<file path="config.mk">
export PLATFORM = sky130hd
export DESIGN_NAME = decode_stage_hz
export DESIGN_NICKNAME = d
export VERILOG_FILES = /design/src/rtl/decode_pkg.sv /design/src/rtl/decode_stage_hz_ctrl.sv /design/src/rtl/decode_stage_hz.sv
export SDC_FILE = /design/constraint.sdc
export NUM_CORES = 1
export LEC_CHECK = 0
export ABC_AREA = 1
export BUFFER_PORTS_ARGS = -buffer_cell sky130_fd_sc_hd__buf_4
export CORE_MARGIN = 5
export CORE_UTILIZATION = 60
export CTS_CLUSTER_SIZE = 14
export DETAILED_ROUTE_END_ITERATION = 10
export GPL_TIMING_DRIVEN = 1
export PLACE_DENSITY_LB_ADDON = 0.3
export SLEW_MARGIN = 30
export SYNTH_ARGS = -nofsm -noshare
export SYNTH_HDL_FRONTEND = slang
export SYNTH_SLANG_ARGS = --single-unit
</file>
<file path="constraint.sdc">
create_clock -name clk -period 5.3 [get_ports clk]
set_clock_uncertainty 0.15 [all_clocks]
set_input_delay 0.265 -clock clk [delete_from_list [all_inputs] [get_ports clk]]
set_output_delay 0.265 -clock clk [all_outputs]
set_load 0.02 [all_outputs]
</file>
<file path="src/rtl/decode_pkg.sv">
// Shared decode definitions: opcodes, control-word layout and the control typedef.
// The control word travels with each instruction from decode into execute.
package decode_pkg;

  localparam logic [5:0] OP_NOP = 6'h00;
  localparam logic [5:0] OP_ADD = 6'h01;
  localparam logic [5:0] OP_SUB = 6'h02;
  localparam logic [5:0] OP_AND = 6'h03;
  localparam logic [5:0] OP_OR  = 6'h04;
  localparam logic [5:0] OP_SLL = 6'h06;
  localparam logic [5:0] OP_SRL = 6'h07;
  localparam logic [5:0] OP_LDD = 6'h20;
  localparam logic [5:0] OP_STD = 6'h21;

  // MEM = {memRead, memWrite, memAddr[1:0], memData}
  localparam int MEM_RD_BIT   = 4;
  localparam int MEM_WR_BIT   = 3;
  localparam int MEM_ADDR_LSB = 1;
  localparam int MEM_DATA_BIT = 0;
  // EX = {ALUop[3:0], ALUen, shamtSel}
  localparam int EX_ALUOP_LSB = 2;
  localparam int EX_ALUEN_BIT = 1;
  localparam int EX_SHSEL_BIT = 0;
  // WB = {regWrite, WBsel[1:0]}
  localparam int WB_REGW_BIT  = 2;
  localparam int WB_SEL_LSB   = 0;

  localparam logic [1:0] MEM_ADDR_BASE = 2'b01;
  localparam logic [1:0] WB_ALU        = 2'b00;
  localparam logic [1:0] WB_MEM        = 2'b01;

  typedef enum logic [3:0] {
    ALU_NONE = 4'd0,
    ALU_ADD  = 4'd1,
    ALU_SUB  = 4'd2,
    ALU_AND  = 4'd3,
    ALU_OR   = 4'd4,
    ALU_SLL  = 4'd6,
    ALU_SRL  = 4'd7
  } alu_op_e;

  typedef struct packed {
    logic [4:0] mem;
    logic [5:0] ex;
    logic [2:0] wb;
  } ctrl_t;

  // Register-to-register ALU instruction writing its result back from the ALU.
  function automatic ctrl_t alu_ctrl(alu_op_e op, logic shsel);
    ctrl_t c;
    c = '0;
    c.ex[EX_ALUOP_LSB +: 4]  = op;
    c.ex[EX_ALUEN_BIT]       = 1'b1;
    c.ex[EX_SHSEL_BIT]       = shsel;
    c.wb[WB_REGW_BIT]        = 1'b1;
    c.wb[WB_SEL_LSB +: 2]    = WB_ALU;
    return c;
  endfunction

endpackage

</file>
<file path="src/rtl/decode_stage_hz_ctrl.sv">
// Combinational opcode to {MEM, EX, WB} control table; unknown opcodes behave as NOP.
module decode_ctrl
  import decode_pkg::*;
#(
  parameter int OPW = 6
) (
  input  logic [OPW-1:0] i_opcode,
  output ctrl_t          o_ctrl
);

  always_comb begin
    // NOTE: the default assignment up front keeps every path driven, so no latch is inferred.
    o_ctrl = '0;
    case (i_opcode)
      OPW'(OP_NOP): o_ctrl = '0;
      OPW'(OP_ADD): o_ctrl = alu_ctrl(ALU_ADD, 1'b0);
      OPW'(OP_SUB): o_ctrl = alu_ctrl(ALU_SUB, 1'b0);
      OPW'(OP_AND): o_ctrl = alu_ctrl(ALU_AND, 1'b0);
      OPW'(OP_OR):  o_ctrl = alu_ctrl(ALU_OR,  1'b0);
      OPW'(OP_SLL): o_ctrl = alu_ctrl(ALU_SLL, 1'b1);
      OPW'(OP_SRL): o_ctrl = alu_ctrl(ALU_SRL, 1'b1);
      OPW'(OP_LDD): begin
        o_ctrl = alu_ctrl(ALU_ADD, 1'b0);
        o_ctrl.mem[MEM_RD_BIT]          = 1'b1;
        o_ctrl.mem[MEM_ADDR_LSB +: 2]   = MEM_ADDR_BASE;
        o_ctrl.wb[WB_SEL_LSB +: 2]      = WB_MEM;
      end
      OPW'(OP_STD): begin
        o_ctrl = alu_ctrl(ALU_ADD, 1'b0);
        o_ctrl.mem[MEM_WR_BIT]          = 1'b1;
        o_ctrl.mem[MEM_ADDR_LSB +: 2]   = MEM_ADDR_BASE;
        o_ctrl.mem[MEM_DATA_BIT]        = 1'b1;
        o_ctrl.wb[WB_REGW_BIT]          = 1'b0;
      end
      default:      o_ctrl = '0;
    endcase
  end

endmodule

</file>
<file path="src/rtl/decode_stage_hz.sv">
// Decode stage: F/D and D/E pipeline registers, register file with WB bypass,
// load-use bubble insertion and a saturating bubble counter.
module decode_stage_hz
  import decode_pkg::*;
#(
  parameter int W   = 16,
  parameter int N   = 3,
  parameter int OPW = 6,
  parameter int SHW = 4,
  parameter int CW  = 16
) (
  input  logic           clk,
  input  logic           rst,
  input  logic           fd_valid_i,
  input  logic [2*W-1:0] fd_data_i,
  output logic           fd_ready_o,
  input  logic           flush_i,
  input  logic           wb_we_i,
  input  logic [N-1:0]   wb_addr_i,
  input  logic [W-1:0]   wb_data_i,
  input  logic           de_ready_i,
  output logic           de_valid_o,
  output logic [4:0]     de_mem_o,
  output logic [5:0]     de_ex_o,
  output logic [2:0]     de_wb_o,
  output logic [W-1:0]   de_rsrc_o,
  output logic [W-1:0]   de_rdst_o,
  output logic [SHW-1:0] de_shamt_o,
  output logic [W-1:0]   de_imm_o,
  output logic [N-1:0]   de_src_o,
  output logic [N-1:0]   de_dst_o,
  output logic [CW-1:0]  stall_cnt_o
);

  typedef struct packed {
    ctrl_t          ctrl;
    logic [W-1:0]   rsrc;
    logic [W-1:0]   rdst;
    logic [SHW-1:0] shamt;
    logic [W-1:0]   imm;
    logic [N-1:0]   src;
    logic [N-1:0]   dst;
  } de_t;

  logic           r_fd_v;
  logic [2*W-1:0] r_fd_data;
  logic [W-1:0]   r_rf [2**N];
  logic           r_de_v;
  de_t            r_de;
  logic [CW-1:0]  r_stall_cnt;

  logic [W-1:0]   w_instr;
  logic [OPW-1:0] w_op;
  logic [N-1:0]   w_src;
  logic [N-1:0]   w_dst;
  logic [SHW-1:0] w_shamt;
  logic [W-1:0]   w_rd_src;
  logic [W-1:0]   w_rd_dst;
  ctrl_t          w_ctrl;
  de_t            w_de_load;
  logic           w_load_use;
  logic           w_de_free;
  logic           w_advance;

  // instr = {opcode, src, dst, shamt}, MSB first
  assign w_instr = r_fd_data[2*W-1:W];
  assign w_op    = w_instr[W-1 -: OPW];
  assign w_src   = w_instr[SHW+N +: N];
  assign w_dst   = w_instr[SHW +: N];
  assign w_shamt = w_instr[SHW-1:0];

  decode_ctrl #(.OPW(OPW)) u_ctrl (
    .i_opcode (w_op),
    .o_ctrl   (w_ctrl)
  );

  // A write-back to the register being read is forwarded so decode never sees a stale value.
  assign w_rd_src = (wb_we_i && (wb_addr_i == w_src)) ? wb_data_i : r_rf[w_src];
  assign w_rd_dst = (wb_we_i && (wb_addr_i == w_dst)) ? wb_data_i : r_rf[w_dst];

  assign w_de_load = '{ctrl: w_ctrl, rsrc: w_rd_src, rdst: w_rd_dst, shamt: w_shamt,
                       imm: r_fd_data[W-1:0], src: w_src, dst: w_dst};

  assign w_load_use = r_fd_v && r_de_v && r_de.ctrl.mem[MEM_RD_BIT] &&
                      ((r_de.dst == w_src) || (r_de.dst == w_dst));
  assign w_de_free  = !r_de_v || de_ready_i;
  assign w_advance  = r_fd_v && w_de_free && !w_load_use;
  assign fd_ready_o = !r_fd_v || w_advance;

  always_ff @(posedge clk or negedge rst) begin
    // NOTE: sequential state uses non-blocking assignments so every register samples pre-edge values.
    if (!rst) begin
      r_fd_v    <= 1'b0;
      r_fd_data <= '0;
    end else if (flush_i) begin
      r_fd_v    <= 1'b0;
    end else if (fd_valid_i && fd_ready_o) begin
      r_fd_v    <= 1'b1;
      r_fd_data <= fd_data_i;
    end else if (w_advance) begin
      r_fd_v    <= 1'b0;
    end
  end

  always_ff @(posedge clk or negedge rst) begin
    if (!rst) begin
      r_de_v      <= 1'b0;
      r_de        <= '0;
      r_stall_cnt <= '0;
    end else if (flush_i) begin
      r_de_v      <= 1'b0;
      r_de        <= '0;
    end else if (w_advance) begin
      r_de_v      <= 1'b1;
      r_de        <= w_de_load;
    end else if (w_de_free && w_load_use) begin
      r_de_v      <= 1'b0;
      r_de        <= '0;
      if (r_stall_cnt != '1) r_stall_cnt <= r_stall_cnt + CW'(1);
    end else if (w_de_free) begin
      r_de_v      <= 1'b0;
    end
  end

  always_ff @(posedge clk or negedge rst) begin
    // NOTE: this memory is reset on purpose (entries must read 0 after reset), so it maps to flops, not a RAM macro.
    if (!rst) begin
      for (int i = 0; i < 2**N; i++) r_rf[i] <= '0;
    end else if (wb_we_i) begin
      r_rf[wb_addr_i] <= wb_data_i;
    end
  end

  assign de_valid_o  = r_de_v;
  assign de_mem_o    = r_de.ctrl.mem;
  assign de_ex_o     = r_de.ctrl.ex;
  assign de_wb_o     = r_de.ctrl.wb;
  assign de_rsrc_o   = r_de.rsrc;
  assign de_rdst_o   = r_de.rdst;
  assign de_shamt_o  = r_de.shamt;
  assign de_imm_o    = r_de.imm;
  assign de_src_o    = r_de.src;
  assign de_dst_o    = r_de.dst;
  assign stall_cnt_o = r_stall_cnt;

endmodule
</file>
-- After elaboration in Yosys (flattened, before gate mapping)
Cells that the tools add are included.
W data, S select, Z words.
- flip-flop bits (word level): 250
- bits in latches: 0
- RAM bits: 0
- memory bits (read-only): 0
- memories: 0
- $add $sub $neg: 1
- multipliers: 0
- div/mod/pow operators: 0
- magnitude comparators: 4
- equal/unequal tests: 13
- shift operators: 0
- mux-type cells: 22
- bitwise gates (word level): 5
- reductions and logical operators: 21
- operators by type and width (cell ; number):
    $mux W72 ; 3
    $bwmux W128 ; 1
    $mux W16 ; 7
    $pmux W14 S8 ; 1
    $bmux W16 S3 ; 2
    $demux W16 S3 ; 1
    $eq A6 B3 Y1 const B ; 3
    $add A16 B1 Y16 const B ; 1
    $ne A16 B16 Y1 const B ; 1
    $eq A3 B3 Y1 ; 4
    $eq A6 B2 Y1 const B ; 2
    $eq A6 B6 Y1 const B ; 2
    $ge A4 B4 Y1 const B ; 3
    $not A3 Y4 ; 3
    $logic_and A1 B1 Y1 ; 10
    $mux W1 ; 7
    $eq A6 B1 Y1 const B ; 1
    $reduce_bool A3 Y1 ; 2
    $lt A4 B1 Y1 const B ; 1
    $reduce_and A4 Y1 ; 1
    $reduce_bool A4 Y1 ; 1
    $logic_not A1 Y1 ; 3
    $logic_or A1 B1 Y1 ; 3
    $not A1 Y1 ; 2
    $reduce_and A2 Y1 ; 1

-- Depth between registers and ports, before layout
- depth after elaboration: 9
- gate-level depth with buffers: 14
- depth with buffers taken out: 11

-- Modules after synthesis
Synthesis repeated with hierarchy kept, for this count alone.
- cells, all modules: 1666
- area, all modules: 12642.1 um^2
- by module, submodules not included (module ; times used ; cells each ; area each (um^2) ; seq. area each (um^2)):
    decode_stage_hz ; 1 ; 1623 ; 12414.4 ; 6256.0
    decode_ctrl ; 1 ; 43 ; 227.7 ; 0.0

-- Least setup slack after synthesis
Ideal clock, no wire load.
- kind: register to register
- from: register r_stall_cnt[0] (netlist: stall_cnt_o[0])
- to: register r_stall_cnt[4] (netlist: stall_cnt_o[4])
- arrival: 1787 ps
- data required time: 5084 ps
- path slack: 3297 ps
- stages on the path, launching flop included: 12
- path buffers: 1
- clock period less this slack: 2003 ps
- path through: dfrtp_1 ha_1 nand3_1 inv_1 nand2_1 inv_1 nand2_1 nand4_2 inv_1 buf_4 nand3_1 nand2_1
- word-level cells in the longest chain between the ends: 2
- RTL lines (element ; line ; source):
    from (decl) ; decode_stage_hz.sv:50 ; logic [CW-1:0] r_stall_cnt;
    from (signal assigned) ; decode_stage_hz.sv:119 ; if (r_stall_cnt != '1) r_stall_cnt <= r_stall_cnt + CW'(1);
    parallel branches: the longest is 2 deep, another holds $add A16 B1 Y16 ; n/a ;
Several ways; the timed one is not identified.
A chain may end at the register's enable or synchronous reset.

-- Final worst setup path
- from: register r_fd_data[24]
- to: output port fd_ready_o
- word-level cells in the longest chain between the ends: 6
- RTL lines (element ; line ; source):
    from (decl) ; decode_stage_hz.sv:46 ; logic [2*W-1:0] r_fd_data;
    from (signal assigned) ; decode_stage_hz.sv:99 ; r_fd_data <= fd_data_i;
    $eq A3 B3 Y1 ; decode_stage_hz.sv:85 ; ((r_de.dst == w_src) || (r_de.dst == w_dst));
    $logic_or A1 B1 Y1 ; decode_stage_hz.sv:85 ;
    $logic_and A1 B1 Y1 ; decode_stage_hz.sv:84 ; assign w_load_use = r_fd_v && r_de_v && r_de.ctrl.mem[MEM_RD_BIT] &&
    $logic_not A1 Y1 ; decode_stage_hz.sv:87 ; assign w_advance = r_fd_v && w_de_free && !w_load_use;
    $logic_and A1 B1 Y1 ; decode_stage_hz.sv:87 ;
    $logic_or A1 B1 Y1 ; decode_stage_hz.sv:88 ; assign fd_ready_o = !r_fd_v || w_advance;
    to (decl) ; decode_stage_hz.sv:16 ; output logic fd_ready_o,
No other way between the ends.

==> run metrics <==
max_slew headroom=37.8%; Overflow after GRT=0; pin count of the biggest net entering global routing=109; CP Data Required Time=4.89 ns; DRT iter0 DRCs=1529; final setup fails=0; commonest non-fill, non-tap cells in the layout=658 x nand2_1, 296 x nand3_1, 243 x dfrtp_1, 157 x buf_4, 132 x o21ai_0; Top-Level Pins=147; post-route ant nets=0; fraction of layout cells with a size suffix above 1=13.4%; CTS buffer count=26; CTS tree=done; Synth cell types=35; DIE AREA=23600 µm²; DR vias/cell=5.93; MaxCap Viol Count=0; crit path capture=fd_ready_o; most common cell after layout, fill and taps aside=nand2_1; antenna violations before repair=1; Worst Reg-to-Reg Cells=12; 1st-pass router iterations=6; Syn. warnings=0; Synth top area share=49.4%; RSZ-0062 raised after global routing=false; Die Width=154 µm; DRC Markers=0; GP Congestion=0.886; DP Cell Count=1977; RR Endpoint=r_fd_data[8]; Final Non-Filler Cells=2074; post-route setup TNS=0 ns; clock sink count=245; Layout Nets=1841; Buf/Inv on CP=3; via count=12300; wire per inst=18.5 µm; Worst path slowest cell=nand2_2; Lkg Pwr=7.81 nW; crit path cell chain=buf_4 > inv_4 > nand2_1 > nand2_1 > nand3_1 > nand2_2 > nand2_4 > nand2_8 > nand2_2 > buf_4; clk_lat worst skew=0.55 ns; first-pass GRT wire length=62300 µm; maximum clock path buffer count=3; count of final hold-check violations=0; total chip power=5.86 mW; path type of the worst setup path=reg -> out; vias in the first global route=11900; number of H-tree levels=1; worst reg-to-reg setup slack=1.88 ns; Slew @ Worst Pin=0.933 ns; die height=154 µm; delay of the slowest cell on the worst path=0.52 ns; FF+latch count, synth=245; area growth from synthesis to layout=21.4%; Pwr Density=390 nW/µm²; Syn Inst Count=1653; CP Launch Type=register; hold_ws=0.0269 ns; syn avg cell area=7.50 µm²; Max VDD drop=0.000304 V; Top delay family on crit path=simple AND/OR/NAND/NOR gates; post-synthesis cell area=12400 µm²; Tcrit/Tclk final=65.3%; worst setup path start=r_fd_data[24]; num rows=52; RR Startpoint=r_fd_data[24]; WP depth=10; register area share after synthesis=49.4%; Min Clock Period, post-route=3.46 ns; core area=20300 µm²; starting density of the core=61.1%; Hold WC Path Type=in -> reg; CTS Root Cell=clkbuf_16; max frequency=289 MHz; CP Max Fanout=36; fin. max-slew vios=0; post-synth top area cell=dfrtp_1; Post-CTS Resized=0; Crit. End Element=output port; dpl hpwl=21700 µm; CP arrival=3.05 ns; final wirelength=38400 µm; synth top area cells=dfrtp_1 49%, nand2_1 20%, nand3_1 12%; clock slew at reported path FFs=0.06 ns; GRT Overall Usage=32.1%; outcome=finished, final reports clean; I/O Buffers=143
==> synth_stat cells (all sizes together) <==
cell type	count
nand3b	1
clkbuf	61
inv	55
a21boi	1
nor2	58
ha	1
nand3	296
xor2	16
buf	48
nand4	8
o21ai	132
clkinv	8
o22ai	1
o2111ai	1
xnor2	1
conb	1
and3	1
o211ai	6
nand2	669
nor3	7
a21oi	20
o21bai	16
dfrtp	245
==> flip-flops by register name, summed over array words and instances (netlist names) <==
name         cells
r_fd_v           1
de_wb_o          2
stall_cnt_o     16
de_valid_o       1
de_rdst_o       16
de_shamt_o       4
r_fd_data       32
de_imm_o        16
de_mem_o         2
de_rsrc_o       16
r_rf           128
de_dst_o         3
de_ex_o          5
de_src_o         3
==> power by group <==
group,leakage (nW),switching [mW],internal [mW],total [mW]
sequential,3.07,0.218,2.14,2.36
combinational,4.23,0.847,0.455,1.30
clock,0.511,0.801,1.40,2.20
total,7.81,1.87,4.00,5.86
==> metal layers <==
layer | global-route usage, % | up-vias | wire length [µm]
met5 | 0 | - | 0
met4 | 13.9 | 0 | 1880
met3 | 5.37 | 160 | 3820
met2 | 53.0 | 759 | 18200
met1 | 42.2 | 5766 | 14500
li1 | - | 5615 | -
==> area by class of cell <==
class / instances / area (µm²)
Fill cell: 1465 / 5250
Timing Repair Buffer: 209 / 1750
Clock buffer: 27 / 664
Sequential cell: 245 / 6130
Clock inverter: 21 / 373
Multi-Input combinational cell: 1238 / 5540
Inverter: 63 / 248
Antenna cell: 1 / 2.50
Tap cell: 270 / 338
==> cell families after synthesis <==
kind of cell	share of synthesized area (%)
compound gates	7.71
xor+xnor	1.20
fa+ha+maj	0.101
buf+inv	6.06
flops	49.4
other cells	0.0302
simple gates	35.5
==> worst reg2reg max path, cell delays in order, from the launching register on <==
cell and delay, ns:
dfrtp_1 0.32, buf_4 0.43, inv_4 0.34, nand2_1 0.17, nand2_1 0.06, nand3_1 0.09
nand2_2 0.10, nand2_4 0.11, nand2_8 0.09, nand2_2 0.52, nand2_2 0.61, nand2_1 0.24
nand2_1 0.08
==> metrics by stage <==
step	cell area, µm²	util [%]	setup slack (ns)
final	15100	74.1	1.84
after global routing	15100	74.1	1.72
after CTS	15000	74.1	1.93
after detailed placement	13500	66.7	2.10
after global placement	13500	66.3	2.18
after floorplan	12400	-	3.30
==> worst min path at each step <==
stage | from | end | slack (ns) | cells after the start
after floorplan | rst | de_dst_o[0] | -0.18 | 0
after global placement | r_fd_data[3] | r_fd_data[3] | 0.30 | 2
after detailed placement | rst | r_rf[98] | 0.009 | 1
after CTS | wb_data_i[3] | r_rf[3] | 0.01 | 3
after global routing | wb_data_i[3] | r_rf[3] | 0.04 | 3
final | wb_data_i[3] | r_rf[3] | 0.03 | 3
==> what timing repair did <==
item / in CTS / in global routing
buffers inserted: 0 / 0
endpoints found under the hold margin: 181 / 0
hold buffers: 48 / 0
No activity file was read; power rests on OpenSTA's default activity.
